--- src/rtl/snn_inference_sequencer.sv ---
// snn_inference_sequencer
//
// Runs one spiking-neural-network inference per stored image. A 0->1 edge on
// NEW_IMAGE (seen while idle) starts NUM_TIMESTEPS passes over the image.
// In each pass every pixel is compared against an 8-bit LFSR value to produce
// a rate-coded input spike. Spikes are streamed to the core, and the core's
// per-timestep output spikes are accumulated in saturating per-class
// counters. The class with the highest count (lowest index on ties) is
// reported on INFERED_DIGIT.
//
// Ports
//   ACLK, ARESETN    clock, synchronous active-low reset
//   NEW_IMAGE        level from the slave register; a rising edge starts a run
//   PIX_ADDR         pixel index presented to the image store
//   PIX_DATA         image[PIX_ADDR], combinational, valid in the same cycle
//   SPK_VALID/READY  input-spike handshake, SPK_ADDR = input neuron index
//   TS_END           one-cycle pulse: all spikes of this timestep have been sent
//   CORE_DONE        one-cycle pulse from the core; OUT_SPIKES valid with it
//   COPROCESSOR_RDY  high while idle (result valid)
//   INFERED_DIGIT    winning class, zero-extended, held until the next result
//
// Handshake: SPK_VALID is raised with SPK_ADDR stable and both stay unchanged
// until a cycle in which SPK_READY is also high; the spike is transferred on
// that clock edge. TS_END is never raised while SPK_VALID is high.
module snn_inference_sequencer #(
   parameter int IMAGE_SIZE      = 256,
   parameter int IMAGE_SIZE_BITS = $clog2(IMAGE_SIZE),
   parameter int PIXEL_BITS      = 8,
   parameter int NUM_CLASSES     = 10,
   parameter int NUM_TIMESTEPS   = 16,
   parameter int COUNT_BITS      = 8
) (
   input  logic                       ACLK,
   input  logic                       ARESETN,
   input  logic                       NEW_IMAGE,
   output logic [IMAGE_SIZE_BITS-1:0] PIX_ADDR,
   input  logic [PIXEL_BITS-1:0]      PIX_DATA,
   output logic                       SPK_VALID,
   output logic [IMAGE_SIZE_BITS-1:0] SPK_ADDR,
   input  logic                       SPK_READY,
   output logic                       TS_END,
   input  logic                       CORE_DONE,
   input  logic [NUM_CLASSES-1:0]     OUT_SPIKES,
   output logic                       COPROCESSOR_RDY,
   output logic [7:0]                 INFERED_DIGIT
);

   localparam int T_BITS = (NUM_TIMESTEPS > 1) ? $clog2(NUM_TIMESTEPS) : 1;
   localparam int K_BITS = (NUM_CLASSES > 1) ? $clog2(NUM_CLASSES) : 1;
   localparam logic [COUNT_BITS-1:0] CNT_MAX = '1;
   localparam logic [7:0] LFSR_SEED = 8'hE1;

   typedef enum logic [2:0] {
      S_IDLE,
      S_SCAN,
      S_EMIT,
      S_STEP,
      S_WAIT_CORE,
      S_ARGMAX,
      S_DONE
   } state_t;

   state_t                     state, state_nxt;
   logic                       nq;
   logic [IMAGE_SIZE_BITS-1:0] pix;
   logic [7:0]                 lfsr;
   logic [T_BITS-1:0]          t;
   logic [K_BITS-1:0]          k;
   logic [K_BITS-1:0]          best;
   logic [COUNT_BITS-1:0]      best_count;
   logic [COUNT_BITS-1:0]      cnt [NUM_CLASSES];

   logic start, spike, pix_last, t_last, k_last;

   assign start    = NEW_IMAGE && !nq;
   // The LFSR never holds 0, so a zero pixel never spikes and 255 always does.
   assign spike    = (PIX_DATA >= lfsr);
   assign pix_last = (pix == IMAGE_SIZE_BITS'(IMAGE_SIZE - 1));
   assign t_last   = (t == T_BITS'(NUM_TIMESTEPS - 1));
   assign k_last   = (k == K_BITS'(NUM_CLASSES - 1));
   assign PIX_ADDR = pix;

   always_ff @(posedge ACLK) begin
      if (!ARESETN) state <= S_IDLE;
      else          state <= state_nxt;
   end

   always_comb begin
      state_nxt       = state;
      SPK_VALID       = 1'b0;
      TS_END          = 1'b0;
      COPROCESSOR_RDY = 1'b0;
      case (state)
         S_IDLE: begin
            COPROCESSOR_RDY = 1'b1;
            if (start) state_nxt = S_SCAN;
         end
         S_SCAN: begin
            if (spike)         state_nxt = S_EMIT;
            else if (pix_last) state_nxt = S_STEP;
         end
         S_EMIT: begin
            SPK_VALID = 1'b1;
            if (SPK_READY) state_nxt = pix_last ? S_STEP : S_SCAN;
         end
         S_STEP: begin
            TS_END    = 1'b1;
            state_nxt = S_WAIT_CORE;
         end
         S_WAIT_CORE: begin
            if (CORE_DONE) state_nxt = t_last ? S_ARGMAX : S_SCAN;
         end
         S_ARGMAX: begin
            if (k_last) state_nxt = S_DONE;
         end
         S_DONE:  state_nxt = S_IDLE;
         default: state_nxt = S_IDLE;
      endcase
   end

   always_ff @(posedge ACLK) begin
      if (!ARESETN) begin
         // nq resets high so a NEW_IMAGE level held through reset is not an edge.
         nq            <= 1'b1;
         pix           <= '0;
         lfsr          <= LFSR_SEED;
         t             <= '0;
         k             <= '0;
         best          <= '0;
         best_count    <= '0;
         SPK_ADDR      <= '0;
         INFERED_DIGIT <= '0;
         for (int i = 0; i < NUM_CLASSES; i++) cnt[i] <= '0;
      end else begin
         nq <= NEW_IMAGE;
         case (state)
            S_IDLE: begin
               if (start) begin
                  pix  <= '0;
                  t    <= '0;
                  // Seeded once per image; the sequence continues across timesteps.
                  lfsr <= LFSR_SEED;
                  for (int i = 0; i < NUM_CLASSES; i++) cnt[i] <= '0;
               end
            end
            S_SCAN: begin
               lfsr <= {lfsr[6:0], lfsr[7] ^ lfsr[5] ^ lfsr[4] ^ lfsr[3]};
               if (spike)          SPK_ADDR <= pix;
               else if (!pix_last) pix      <= pix + 1'b1;
            end
            S_EMIT: begin
               if (SPK_READY && !pix_last) pix <= pix + 1'b1;
            end
            S_WAIT_CORE: begin
               if (CORE_DONE) begin
                  for (int i = 0; i < NUM_CLASSES; i++) begin
                     if (OUT_SPIKES[i] && (cnt[i] != CNT_MAX))
                        cnt[i] <= cnt[i] + COUNT_BITS'(1);
                  end
                  pix <= '0;
                  if (t_last) k <= '0;
                  else        t <= t + 1'b1;
               end
            end
            S_ARGMAX: begin
               // Strict compare keeps the lowest index on ties.
               if (k == '0) begin
                  best       <= '0;
                  best_count <= cnt[0];
               end else if (cnt[k] > best_count) begin
                  best       <= k;
                  best_count <= cnt[k];
               end
               k <= k + 1'b1;
            end
            S_DONE: INFERED_DIGIT <= 8'(best);
            default: ;
         endcase
      end
   end

endmodule

--- config.mk ---
export PLATFORM = sky130hd
export DESIGN_NAME = snn_inference_sequencer
export DESIGN_NICKNAME = d
export VERILOG_FILES = /design/src/rtl/snn_inference_sequencer.sv
export SDC_FILE = /design/constraint.sdc
export NUM_CORES = 1
export LEC_CHECK = 0
export CAP_MARGIN = 20
export CELL_PAD_IN_SITES_DETAIL_PLACEMENT = 0
export CELL_PAD_IN_SITES_GLOBAL_PLACEMENT = 1
export CORE_MARGIN = 10
export CORE_UTILIZATION = 45
export DETAILED_ROUTE_END_ITERATION = 7
export GPL_ROUTABILITY_DRIVEN = 0
export PLACE_DENSITY_LB_ADDON = 0.1
export SYNTH_ARGS = -nofsm -noshare
export SYNTH_HDL_FRONTEND = slang
export SYNTH_SLANG_ARGS = --single-unit
--- constraint.sdc ---
create_clock -name ACLK -period 3.8 [get_ports ACLK]
set_input_delay 0.76 -clock ACLK [delete_from_list [all_inputs] [get_ports ACLK]]
set_output_delay 0.76 -clock ACLK [all_outputs]
set_load 0.03 [all_outputs]
==> summary.md, run 1 <==
| Metric | Value |
|---|---|
| Status | `finished clean` |
| Clk slew on worst S/H paths | `~0.060 ns` |
| Grt ovf | `0` |
| Top Usage Layer GRT | `met2` |
| Die height | `149.8 um` |
| Share of post-route cells with drive strength above 1 | `0.08131` |
| N_diodes | `0` |
| Vias in the first global route | `roughly 5700` |
| Number of synthesized flops with an enable pin | `80` |
| Core Box Area | `roughly 17000 um^2` |
| R2r worst-path depth | `8` |
| Rows | `47` |
| P_leak | `between 3 and 4 nW` |
| Slew @ Worst Pin | `0.8327 ns` |
| WS Path Type | `flip-flop to flip-flop` |
| Final net count | `around 870` |
| Kind of start point of the critical path | `flip-flop` |
| Root Buffer | `clkbuf_16` |
| Grt met1 use | `0.2170` |
| Count of final setup violators | `0` |
| Initial antenna violation count | `0` |
| Worst path slowest cell | `dfxtp_1` |
| TritonCTS Buffers | `17` |
| Drt drc | `0` |
| Die area | `roughly 22000 um^2` |
| H-tree levels | `4` |
| Die X | `~150 um` |
| Clock share of power | `0.447` |
| Net Switching | `between 0.9 and 1 mW` |
| Period utilisation layout | `0.8777` |
| Via density | `5.540` |
| Bufs and invs on worst path | `0` |
| Pre-CTS setup slack | `between 0.5 and 0.6 ns` |
| Max-cap violation count | `0` |
| DP Area | `8177 um^2` |
| Maximum number of pins on one net before global-route repair | `37` |
| Fraction of registers with async set/reset | `0` |
| Synth Flop Type | `edfxtp_1` |
| RSZ-0062 raised after global routing | `no` |
| Worst R2R End | `best[2]$_SDFFE_PN0P_` |
| Critical path required time | `just over 4 ns` |
| Clock Skews | `approximately 0.0093 ns` |
| Post-CTS Setup Inserts | `0` |
| Post-CTS Resized | `0` |
| Power Dens Cells | `444.5 nW/um^2` |
| Sequential power share | `0.444` |
| Final min period | `approximately 3.3 ns` |
| Hold Startpoint | `best[3]$_SDFFE_PN0P_` |
| Synth area leaders | `edfxtp_1 32%, dfxtp_1 15%, nor2_1 5.6%, xor2_1 5.3%, ha_1 5.1%` |
| Count leader, synth | `nor2_1` |
| Synth warn | `0` |
| Final Max Slew Viols | `0` |
| ANT nets after route | `0` |
| P_int | `between 2 and 3 mW` |
| Post-DP HPWL | `around 13 mm` |
| CP Max Fanout | `16` |
| Mapped Avg Cell Area | `slightly below 10 um^2` |
| Synthesized instance count | `between 700 and 800` |
| Clk buf depth | `2` |
| CTS tree | `done` |
| Synthesized flop and latch total | `~140` |
| Drt wl/cell | `17.46 um` |
| Final hold violation count | `0` |
| Gate power share | `0.109` |
| Worst Path Arrival | `approximately 3.7 ns` |
| Synth unique cells | `52` |
| Port bufs | `45` |
| Synthesis-to-layout area growth | `15.97%` |
| IO Count | `50` |
| Sw frac | `0.2540` |
| Critical path depth | `8` |
| Total Wirelength | `18.23 mm` |
| DR pass1 iterations | `6` |
| Post-synth top area cell | `edfxtp_1` |
| Starting Density | `0.4591` |
| Setup tns final | `0 ns` |
| CTS sink cnt | `about 140` |
| CP max stage delay | `0.73 ns` |
| Crit path top cell by count | `a21oi_1` |
| Top cells by count, synth | `113 x nor2_1, 80 x edfxtp_1, 75 x nand2_1` |
| Max frequency | `between 0.2 and 0.3 GHz` |
| Cell Chain, Critical Path | `mux4_2, o22ai_1, a21oi_1, ha_1, nand4_1, a21oi_1, o21a_4, mux2i_1` |
| Top cell type's share of synthesized area | `0.3167` |
| R2R setup slack | `about 0.46 ns` |
| Worst-Skew Late Latency | `roughly 0.43 ns` |
| Cts hold-fix bufs | `0` |
| Post-synthesis cell area | `between 7000 and 8000 um^2` |
| Met2 usage | `0.2706` |
| Final setup margin | `0.4647 ns` |
| Hold Crit Class | `flip-flop to flip-flop` |
| DR iter-0 viols | `~370` |
| Worst setup endpoint | `best[2]$_SDFFE_PN0P_` |
| Fin area | `about 8800 um^2` |
| Slew headroom | `0.4449` |
| GR Util All Layers | `0.1677` |
| Sequential area share after synthesis | `0.4645` |
| First-pass GRT wire length | `about 30 mm` |
| Worst vdd ir | `approximately 0.00034 V` |
| GR Util met3 | `0.03382` |
| CP endpoint kind | `flip-flop` |
| CP delay by family, top | `compound AO/OA/AOI/OAI gates` |
| Final Util | `0.5324` |
| Via count | `approximately 5800` |
==> per-layer routing <==
metal,vias up,share of wire
li1,2839,-
met1,2818,0.46
met2,102,0.48
met3,25,0.037
met4,0,0.018
met5,-,0
==> cells by family (layout without fill, tap and decap cells) <==
family	count (synthesis)	after routing	synth area share
AO/OA/AOI/OAI	120	120	0.1026
XOR/XNOR	67	67	0.07736
adder cells (fa/ha/maj)	31	31	0.05113
buffers and inverters	66	115	0.04107
flip-flops	136	136	0.4645
multiplexers	35	35	0.07257
other	1	4	0.0004943
AND/OR/NAND/NOR	316	316	0.1903
==> worst reg2reg max path: stages, from the launching register on <==
cell	delay, ns
dfxtp_1	0.73
mux4_2	0.58
o22ai_1	0.19
a21oi_1	0.09
ha_1	0.32
nand4_1	0.13
a21oi_1	0.67
o21a_4	0.34
mux2i_1	0.21
==> power by group through the flow <==
stage	logic (mW)	registers (mW)	clock network, mW
after floorplan	0.318	1.72	0
after CTS	0.429	1.74	1.78
after detailed placement	0.427	1.77	0
after global placement	0.419	1.76	0
after global routing	0.477	1.75	1.86
final	0.428	1.74	1.75
==> cell usage in the layout (no fill, tap or decap), types with 8 or more instances in the layout <==
master           count
and3_1              20
dfxtp_1             56
o31ai_1             10
nand4_1              8
nand3_1             62
o22ai_1             18
a21oi_1             28
mux2i_1             19
clkbuf_16           17
inv_1               30
o21a_1              12
or2_2               10
xnor2_1             21
ha_1                31
a31oi_1             11
xor2_1              46
o21ai_0             15
nand2_1             75
clkdlybuf4s50_1     45
edfxtp_1            80
nor2_1             113
mux4_2              16
==> flip-flops by register name (all words and copies together), names as in the netlist, named ones only <==
signal	cells
state	3
nq	1
PIX_ADDR	8
t	4
INFERED_DIGIT	4
SPK_ADDR	8
best	4
k	4
best_count	8
cnt	80
lfsr	8
==> layout make-up <==
class	instances	area, um^2
flip-flops and latches	136	3523
clock buffers	19	442.9
repair buffers	51	495.5
multi-input cells	573	3762
well taps	220	275.3
inverters	32	120.1
clock inverters	13	177.7
fillers	1458	7727
==> stage by stage <==
step                hold WS [ns]  power (mW)  instances
global route              0.4930       4.079       1044
floorplan                 0.4341       2.037        775
detailed placement        0.4507       2.193       1012
CTS                       0.4638       3.945       1044
global placement          0.4516       2.182       1012
finish                    0.4578       3.910       1044
==> how the worst min path moves through the flow <==
stage                                          end  slack, ns  cells past startpoint
after floorplan               best[0]$_SDFFE_PN0P_       0.43                      2
after global placement        best[0]$_SDFFE_PN0P_       0.45                      2
after detailed placement      best[3]$_SDFFE_PN0P_       0.45                      2
after CTS                     best[3]$_SDFFE_PN0P_       0.46                      2
after global routing      SPK_ADDR[5]$_SDFFE_PN0P_       0.49                      2
final                         best[3]$_SDFFE_PN0P_       0.46                      2
Note: power is estimated with default switching activity, not from simulation.
==> run 2: changes to the inputs <==
--- a/config.mk
+++ b/config.mk
@@ -9,7 +9,7 @@
 export CELL_PAD_IN_SITES_DETAIL_PLACEMENT = 0
 export CELL_PAD_IN_SITES_GLOBAL_PLACEMENT = 1
 export CORE_MARGIN = 10
-export CORE_UTILIZATION = 45
+export CORE_UTILIZATION = 47
 export DETAILED_ROUTE_END_ITERATION = 7
 export GPL_ROUTABILITY_DRIVEN = 0
 export PLACE_DENSITY_LB_ADDON = 0.1
==> run 2 against run 1 <==
Register-to-register slack better by 0.07 ns. Clock power is essentially flat. Largest cell class unchanged. Via count rose by 1.2%. Sequential power is essentially flat. Final cell count fell by 0.29%. Flip-flop and latch count is the same. Critical path type unchanged. First-iteration DRC count rose by 37%. Non-clock buffer count increased by 1.
==> summary.md, run 2 (same netlist as run 1, synthesis figures left out) <==
| Metric | Value |
|---|---|
| Status | `finished clean` |
| Core Box Area | `15830 um^2 (-4.2%)` |
| Via count | `5855 (+1.2%)` |
| DR pass1 iterations | `5 (-1)` |
| Final min period | `3.261 ns (-0.07419 ns)` |
| GR Util All Layers | `0.1709 (+0.003180)` |
| Synthesis-to-layout area growth | `15.95% (about the same)` |
| Net Switching | `0.9770 mW (-1.6%)` |
| Grt ovf | `0 (unchanged)` |
| Die X | `147.0 um (-1.9%)` |
| Worst vdd ir | `0.0003505 V (+4.6%)` |
| Slew headroom | `0.4898 (+0.04493)` |
| Post-DP HPWL | `13.56 mm (+1.8%)` |
| Slew @ Worst Pin | `0.7653 ns (-0.06740 ns)` |
| Hold Crit Class | `flip-flop to flip-flop` |
| Register with the most flip-flops | `cnt` |
| Hold Startpoint | `best[2]$_SDFFE_PN0P_` |
| Final cell count without fillers | `1041 (-0.29%)` |
| P_leak | `3.189 nW (about the same)` |
| WS Path Type | `flip-flop to flip-flop` |
| Clk buf depth | `2 (unchanged)` |
| Critical path required time | `4.15 ns (about the same)` |
| Root Buffer | `clkbuf_16` |
| Clock share of power | `0.446 (about the same)` |
| Dpl cells | `1009 (-0.30%)` |
| Sequential power share | `0.444 (about the same)` |
| Vias in the first global route | `5654 (-0.30%)` |
| DR iter-0 viols | `499 (+37%)` |
| H-tree levels | `4 (unchanged)` |
| Fin area | `8796 um^2 (about the same)` |
| CTS tree | `done` |
| Final Util | `0.5557 (+0.02336)` |
| First-pass GRT wire length | `29.77 mm (-0.51%)` |
| N_diodes | `0 (unchanged)` |
| Most frequent cells in the layout | `113 x nor2_1, 80 x edfxtp_1, 75 x nand2_1` |
| GR Util met3 | `0.04330 (+0.009488)` |
| Kind of start point of the critical path | `flip-flop` |
| Final hold violation count | `0 (unchanged)` |
| Max reg flops | `80 (unchanged)` |
| Initial antenna violation count | `0 (unchanged)` |
| Count of final setup violators | `0 (unchanged)` |
| Maximum number of pins on one net before global-route repair | `27 (-27%)` |
| DP Area | `8179 um^2 (about the same)` |
| Die height | `147.0 um (-1.9%)` |
| Sw frac | `0.2497 (-0.004330)` |
| Rows | `46 (-2.1%)` |
| Total Wirelength | `18.47 mm (+1.3%)` |
| Setup tns final | `0 ns (unchanged)` |
| Via density | `5.624 (+1.5%)` |
| Max-cap violation count | `0 (unchanged)` |
| Clock Skews | `0.01051 ns (+0.001200 ns)` |
| RSZ-0062 raised after global routing | `no` |
| Tot Pwr | `3.913 mW (about the same)` |
| Cell Chain, Critical Path | `mux4_2, o22ai_1, a21oi_1, ha_1, nand4_1, a21oi_1, o21a_4, mux2i_1` |
| ANT nets after route | `0 (unchanged)` |
| Starting Density | `0.4793 (+0.02021)` |
| IO Count | `50 (unchanged)` |
| CTS sink cnt | `136 (unchanged)` |
| Port bufs | `45 (unchanged)` |
| Cts hold-fix bufs | `0 (unchanged)` |
| CP max stage delay | `0.72 ns (about the same)` |
| Crit path top cell by count | `a21oi_1` |
| Worst path slowest cell | `dfxtp_1` |
| Power Dens Cells | `444.8 nW/um^2 (about the same)` |
| CP Max Fanout | `16 (unchanged)` |
| Max frequency | `0.3066 GHz (+2.3%)` |
| Commonest non-fill, non-tap cell in the layout | `nor2_1` |
| Drt drc | `0 (unchanged)` |
| Top Usage Layer GRT | `met2` |
| TritonCTS Buffers | `17 (unchanged)` |
| Drt wl/cell | `17.74 um (+1.6%)` |
| Post-CTS Setup Inserts | `0 (unchanged)` |
| Period utilisation layout | `0.8582 (-0.01952)` |
| P_int | `2.936 mW (+0.64%)` |
| Met2 usage | `0.2705 (about the same)` |
| Share of post-route cells with drive strength above 1 | `0.07758 (-0.003735)` |
| Clk slew on worst S/H paths | `0.06 ns (about the same)` |
| Grt met1 use | `0.2176 (+0.0005781)` |
| Layout filler cell count | `1396 (-4.3%)` |
| Gate power share | `0.110 (about the same)` |
| Final Max Slew Viols | `0 (unchanged)` |
| Final net count | `866 (+0.12%)` |
| Worst-Skew Late Latency | `0.43 ns (about the same)` |
| Die area | `21620 um^2 (-3.7%)` |
| Worst Path Arrival | `3.61 ns (-0.07 ns)` |
| CP endpoint kind | `flip-flop` |
| Post-CTS Resized | `0 (unchanged)` |
==> run 2: cell count changes in the layout (fill, tap and decap cells not counted), sizes merged <==
cell and delta:
clkinv -4, buf +1, clkbuf +4
==> run 2: per-stage QoR <==
stage               worst slack [ns]  hold WS [ns]
floorplan                     0.9612        0.4341
global placement              0.7189        0.4516
detailed placement            0.6011        0.4544
CTS                           0.5192        0.4669
global route                  0.3016        0.5059
finish                        0.5389        0.4607
==> run 2: layout make-up <==
| cell class | count | area (um^2) | share of cell area |
|---|---|---|---|
| clock buffers | 23 | 467.9 | 0.05320 |
| flip-flops and latches | 136 | 3523 | 0.4006 |
| multi-input cells | 573 | 3762 | 0.4277 |
| clock inverters | 9 | 148.9 | 0.01693 |
| well taps | 216 | 270.3 | 0.03073 |
| repair buffers | 52 | 503.0 | 0.05718 |
| inverters | 32 | 120.1 | 0.01366 |
==> run 2: power by group through the flow <==
stage	sequential (mW)	clock, mW	combinational, mW
global route	1.75	1.84	0.478
CTS	1.74	1.77	0.431
global placement	1.76	0	0.420
floorplan	1.72	0	0.318
detailed placement	1.77	0	0.428
finish	1.74	1.75	0.431
==> run 2: path summary, 6_finish.rpt <==
check	to	slack, ns	depth (start not counted)
hold / removal	best[2]$_SDFFE_PN0P_	0.46	2
setup / recovery	best[0]$_SDFFE_PN0P_	0.54	8
hold reg to reg	best[2]$_SDFFE_PN0P_	0.46	2
setup reg to reg	best[0]$_SDFFE_PN0P_	0.54	8
==> run 2: critical path: cells and delay by family, from the launching register on <==
kind            cells  cell delay [ns]
mux                 2             0.81
flops               1             0.72
compound gates      4             1.20
fa+ha+maj           1             0.31
simple gates        1             0.14
==> run 2: per-layer routing <==
layer  up-vias  part of all wire
met5         -                 0
met4         0             0.024
met3        28             0.046
met2       142              0.48
met1      2840              0.45
li1       2845                 -
